## config.mk

```make
export PLATFORM = sky130hd
export DESIGN_NAME = adc_sample_filter
export DESIGN_NICKNAME = d
export VERILOG_FILES = /design/src/rtl/adc_pkg.sv /design/src/rtl/adc_sample_ring.sv /design/src/rtl/adc_sample_filter.sv
export SDC_FILE = /design/constraint.sdc
export NUM_CORES = 1
export LEC_CHECK = 0
export ABC_AREA = 1
export BUFFER_PORTS_ARGS = -buffer_cell sky130_fd_sc_hd__buf_2
export CAP_MARGIN = 10
export CELL_PAD_IN_SITES_DETAIL_PLACEMENT = 0
export CELL_PAD_IN_SITES_GLOBAL_PLACEMENT = 1
export CORE_MARGIN = 1.5
export CORE_UTILIZATION = 42
export DETAILED_ROUTE_END_ITERATION = 7
export MAX_ROUTING_LAYER = met4
export PLACE_DENSITY_LB_ADDON = 0.08
export SLEW_MARGIN = 25
export SYNTH_ARGS = -nofsm -noshare
export SYNTH_HDL_FRONTEND = slang
export SYNTH_SLANG_ARGS = --single-unit
```

## constraint.sdc

```tcl
create_clock -name clk -period 2.9 [get_ports clk]
set_clock_uncertainty 0.05 [all_clocks]
set_input_delay 0.435 -clock clk [delete_from_list [all_inputs] [get_ports clk]]
set_output_delay 0.435 -clock clk [all_outputs]
set_load 0.01 [all_outputs]
```

## src/rtl/adc_pkg.sv

```systemverilog
// Shared constants and state encoding for the ADC moving-average filter.
package adc_pkg;

    localparam int unsigned ADC_W = 8;
    localparam int unsigned AVG_LOG2_DEFAULT = 3;
    localparam logic [ADC_W-1:0] THRESH_HI_DEFAULT = 8'd192;
    localparam logic [ADC_W-1:0] THRESH_LO_DEFAULT = 8'd64;

    typedef enum logic {
        StFill = 1'b0,
        StRun  = 1'b1
    } state_e;

endpackage

```

## src/rtl/adc_sample_ring.sv

```systemverilog
// N-entry sample window: writes at the pointer and exposes the slot about to be overwritten.
module adc_sample_ring
    import adc_pkg::*;
#(
    parameter int unsigned AVG_LOG2 = AVG_LOG2_DEFAULT
) (
    input  logic             clk,
    input  logic             reset,
    input  logic             clear,
    input  logic             wr_en,
    input  logic [ADC_W-1:0] wr_data,
    output logic [ADC_W-1:0] oldest
);

    localparam int unsigned N = 1 << AVG_LOG2;

    logic [ADC_W-1:0]    mem_q [N];
    logic [ADC_W-1:0]    mem_d [N];
    logic [AVG_LOG2-1:0] ptr_q;
    logic [AVG_LOG2-1:0] ptr_d;

    // The slot under the write pointer holds the oldest sample once the window is full.
    assign oldest = mem_q[ptr_q];

    always_comb begin
        mem_d = mem_q;
        ptr_d = ptr_q;
        if (clear) begin
            ptr_d = '0;
        end else if (wr_en) begin
            mem_d[ptr_q] = wr_data;
            ptr_d        = ptr_q + AVG_LOG2'(1);
        end
    end

    always_ff @(posedge clk) begin
        if (!reset) begin
            ptr_q <= '0;
        end else begin
            ptr_q <= ptr_d;
        end
    end

    // Storage is not reset; the top masks unwritten slots while filling.
    always_ff @(posedge clk) begin
        mem_q <= mem_d;
    end

endmodule

```

## src/rtl/adc_sample_filter.sv

```systemverilog
// Moving-average filter over the last 2**AVG_LOG2 ADC samples with a hysteresis alarm.
module adc_sample_filter
    import adc_pkg::*;
#(
    parameter int unsigned      AVG_LOG2  = AVG_LOG2_DEFAULT,
    parameter logic [ADC_W-1:0] THRESH_HI = THRESH_HI_DEFAULT,
    parameter logic [ADC_W-1:0] THRESH_LO = THRESH_LO_DEFAULT
) (
    input  logic                clk,
    input  logic                reset,
    input  logic [ADC_W-1:0]    sample_in,
    input  logic                sample_valid,
    input  logic                clear,
    output logic [ADC_W-1:0]    avg_out,
    output logic                avg_valid,
    output logic                alarm,
    output logic [AVG_LOG2:0]   fill_count
);

    localparam int unsigned N      = 1 << AVG_LOG2;
    localparam int unsigned SUM_W  = ADC_W + AVG_LOG2;
    localparam int unsigned FILL_W = AVG_LOG2 + 1;

    state_e             state_q, state_d;
    logic [FILL_W-1:0]  fill_q, fill_d;
    logic [SUM_W-1:0]   sum_q, sum_d;
    logic [ADC_W-1:0]   avg_out_q, avg_out_d;
    logic               avg_valid_q, avg_valid_d;
    logic               alarm_q, alarm_d;

    logic [ADC_W-1:0]   oldest;
    logic [ADC_W-1:0]   oldest_term;
    logic [SUM_W-1:0]   sum_upd;
    logic [ADC_W-1:0]   avg_new;

    adc_sample_ring #(
        .AVG_LOG2 (AVG_LOG2)
    ) u_ring (
        .clk     (clk),
        .reset   (reset),
        .clear   (clear),
        .wr_en   (sample_valid & ~clear),
        .wr_data (sample_in),
        .oldest  (oldest)
    );

    always_comb begin
        oldest_term = (state_q == StRun) ? oldest : '0;
        sum_upd     = sum_q + SUM_W'(sample_in) - SUM_W'(oldest_term);
        avg_new     = sum_upd[SUM_W-1:AVG_LOG2];

        state_d     = state_q;
        fill_d      = fill_q;
        sum_d       = sum_q;
        avg_out_d   = avg_out_q;
        avg_valid_d = 1'b0;
        alarm_d     = alarm_q;

        if (clear) begin
            state_d = StFill;
            fill_d  = '0;
            sum_d   = '0;
            alarm_d = 1'b0;
        end else if (sample_valid) begin
            sum_d = sum_upd;
            if (state_q == StRun) begin
                avg_valid_d = 1'b1;
            end else begin
                fill_d = fill_q + FILL_W'(1);
                if (fill_q == FILL_W'(N - 1)) begin
                    state_d     = StRun;
                    avg_valid_d = 1'b1;
                end
            end
            if (avg_valid_d) begin
                avg_out_d = avg_new;
                if (avg_new >= THRESH_HI) begin
                    alarm_d = 1'b1;
                end else if (avg_new <= THRESH_LO) begin
                    alarm_d = 1'b0;
                end
            end
        end
    end

    always_ff @(posedge clk) begin
        if (!reset) begin
            state_q     <= StFill;
            fill_q      <= '0;
            sum_q       <= '0;
            avg_out_q   <= '0;
            avg_valid_q <= 1'b0;
            alarm_q     <= 1'b0;
        end else begin
            state_q     <= state_d;
            fill_q      <= fill_d;
            sum_q       <= sum_d;
            avg_out_q   <= avg_out_d;
            avg_valid_q <= avg_valid_d;
            alarm_q     <= alarm_d;
        end
    end

    assign avg_out    = avg_out_q;
    assign avg_valid  = avg_valid_q;
    assign alarm      = alarm_q;
    assign fill_count = fill_q;

endmodule

```

==> results.yml <==
cells_and_area:
  num-fill-cells: 962
  finish.utilization_pct: 55.3
  nets: 599
  synthToLayoutAreaGrowth_pct: 27.5
  drive_gt1_share_pct: 32.7
  insertedDiodeCount: 0
grt:
  grt_max_degree: 21
  grt_usage_pct: 20.7
  grt_pass1_vias: 3430
  grt_overflow: 0
  grt_pass1_wl_um: 17300
  antenna_found_initial: 0
job:
  maxCapViolCount: 0
route:
  wl_per_cell_um: 15.2
  drt_pass1_iterations: 4
  drtIter0Drc: 151
  drt-total-wl_um: 10700
  ant_nets: 0
  vias: 3510
  drc_errors: 0
  routed_via_density: 4.96
logic_synthesis:
  synth_area_sq_um: 4500
  yosysTopAreaCell: "edfxtp_1"
  synth.top_cell.area_share_pct: 42.7
  ys.flop_type: "edfxtp_1"
  ys_ff_latch: 93
  synth_nets: 530
  ys_top_cells_by_count: "106 x nor2_1, 80 x inv_1, 64 x edfxtp_1, 64 x nand2_1, 50 x o21ai_0"
  synth_edf_count: 64
  post-synth-top-count-cell: "nor2_1"
  syn_inst: 497
  synth_warnings: 0
  seq_area_frac_synth_pct: 55.6
  ys_types: 30
  postSynthAreaPerCell_sq_um: 9.05
  synth_area_leaders: "edfxtp_1 43%, dfxtp_1 13%, nor2_1 8.8%"
  async_flop_share_pct: 0
die:
  dieArea_sq_um: 11300
  core_area_sq_um: 10400
  start_util_pct: 43.4
  ios: 26
  die_w_um: 107
  die_h_um: 107
  rows: 37
placed_design:
  place_congestion: 0.850
  portBuffers: 25
  post-dp-hpwl_um: 7850
outcome:
  violations: "negative setup slack"
  outcome: "finished, violations left"
clocking:
  cts-root-buf: "clkbuf_8"
  cts-htree-levels: 3
  cts_tree: "yes"
  postCtsHoldBufs: 0
  numCtsBuffers: 9
  clk_latency_ps: 360
  clk_pin_slew_worst_paths_ps: 100
  clockBufferDepth: 2
  cts_sinks: 93
setup_path:
  cp.required_ps: 3120
  r2r_slack_ps: -70
  crit_end: "alarm$_SDFFE_PP0P_"
  cp.arrival_ps: 3190
  r2r.worst_path.cells: 20
  critPathMaxFanout: 7
  crit_start: "u_ring.ptr_q[1]$_SDFFE_PP0P_"
  rr_startpoint: "u_ring.ptr_q[1]$_SDFFE_PP0P_"
  endpoint_kind: "flop"
  critPathLaunchType: "flop"
  critical_path_class: "flop to flop"
  r2r-end: "alarm$_SDFFE_PP0P_"
pwr:
  p_per_area_nw_per_um2: 508
  seq_power_share_pct: 49.5
  switching_power_w: 0.000865
  power.share.combinational_pct: 21.5
  p_int_w: 0.00205
  leakagePower_nw: 2.40
  p_sw_share_pct: 29.7
  vdd_drop_max_v: 0.000297
  p_clk_share_pct: 29.0
  finalPower_w: 0.00291
sta:
  drv_slew: 0
  finalCriticalPeriod_ps: 2970
  layout_setup_ws_ps: -66.7
  setup_violations: 1
  worstMarginPinSlew_ps: 733
  tns_ps: -66.7
  rsz0062_at_grt: "yes"
  hold_viol: 0
  slew_headroom_pct: 50.9
  fin_crit_sh_pct: 102
  clock.fmax_mhz: 337
hold_path:
  hold_path_class: "input port to flop"
==> registers in the layout, summed over array words and instances (netlist names) <==
register,flops
u_ring.mem_q,64
fill_count,4
u_ring.ptr_q,3
sum_q,11
avg_out,8
avg_valid,1
state_q,1
alarm,1
==> layer usage <==
metal / part of all wire, % / track usage (%) / up-vias
met1: 49 / 27.7 / 1681
met4: 2.0 / 6.00 / 0
met3: 3.0 / 4.48 / 15
met2: 46 / 31.9 / 55
li1: - / - / 1759
met5: 0 / - / -
==> timing repair <==
| action | CTS | global route |
|---|---|---|
| resized for setup | 81 | 69 |
| setup endpoints to repair | 17 | 16 |
| pin swaps | 20 | 42 |
| setup buffers | 0 | 4 |
==> layout by cell type (no fill, tap or decap), types with 6 or more instances in the layout <==
| cell type | netlist | layout |
|---|---|---|
| nand3_1 | 14 | 8 |
| nand2_2 | 3 | 22 |
| o21ai_2 | 0 | 6 |
| a41oi_2 | 0 | 8 |
| fa_1 | 8 | 7 |
| dfxtp_1 | 29 | 26 |
| ha_4 | 0 | 8 |
| a21oi_1 | 18 | 13 |
| o21ai_0 | 50 | 19 |
| buf_2 | 5 | 25 |
| buf_6 | 0 | 8 |
| nand2_1 | 64 | 40 |
| buf_4 | 2 | 35 |
| edfxtp_1 | 64 | 64 |
| nor2_1 | 106 | 92 |
| clkbuf_8 | 0 | 10 |
| nor2_2 | 2 | 13 |
| inv_1 | 80 | 67 |
| o21ai_1 | 0 | 25 |
| inv_2 | 2 | 14 |
==> worst max-delay path: stages, from the launching register on <==
cell	delay, ps
dfxtp_4	410
inv_2	50
nor2_2	120
clkinv_2	90
buf_6	150
nor2_2	70
o21ai_1	80
a41oi_2	170
fa_1	460
inv_2	80
ha_4	220
nand2_2	70
nand2_2	70
a21oi_2	140
nand2_1	80
nand2_1	80
nand2_2	90
nor2_2	130
nand3_2	80
a21oi_2	140
nor2_1	50
==> power groups by stage <==
stage,Sequential (W),Clock (W),Combinational [W]
finish,0.00144,0.000846,0.000626
global route,0.00144,0.000920,0.000691
CTS,0.00144,0.000871,0.000532
detailed placement,0.00147,0,0.000456
global placement,0.00147,0,0.000453
floorplan,0.00147,0,0.000269
==> stage by stage <==
stage	area, sq um	setup WS, ps	hold WS, ps	instances
after floorplan	4500	25.0	389	497
after global routing	5740	-275	233	707
after global placement	5070	-294	396	687
final	5740	-66.7	252	707
after detailed placement	5070	-354	413	687
after CTS	5510	-21.7	238	703
==> worst min path at each step <==
stage / end / startpoint / depth (start not counted) / slack (ps)
6_report: u_ring.mem_q[44]$_DFFE_PP_ / sample_in[4] / 1 / 250
2_1_floorplan: sum_q[0]$_SDFFE_PP0P_ / sum_q[0]$_SDFFE_PP0P_ / 2 / 390
4_1_cts: u_ring.mem_q[44]$_DFFE_PP_ / sample_in[4] / 1 / 240
5_1_grt: u_ring.mem_q[44]$_DFFE_PP_ / sample_in[4] / 1 / 230
3_5_place_dp: sum_q[0]$_SDFFE_PP0P_ / sum_q[0]$_SDFFE_PP0P_ / 2 / 410
3_3_place_gp: sum_q[0]$_SDFFE_PP0P_ / sum_q[0]$_SDFFE_PP0P_ / 2 / 400
==> kinds of logic after synthesis <==
family / Yosys count / share of synthesized area [%]
buffers and inverters: 98 / 8.48
adder cells (fa/ha/maj): 21 / 7.17
XOR/XNOR: 2 / 0.389
AO/OA/AOI/OAI: 84 / 10.4
AND/OR/NAND/NOR: 199 / 17.9
flip-flops: 93 / 55.6
==> cell type report <==
class / count / area (sq um) / area share (%)
Sequential cell: 93 / 2510 / 43.8
Multi-Input combinational cell: 306 / 2010 / 35.1
Timing Repair Buffer: 70 / 518 / 9.03
Inverter: 86 / 330 / 5.76
Tap cell: 136 / 170 / 2.97
Clock buffer: 10 / 138 / 2.40
Clock inverter: 6 / 52.6 / 0.916
No activity file was read; power rests on OpenSTA's default activity.
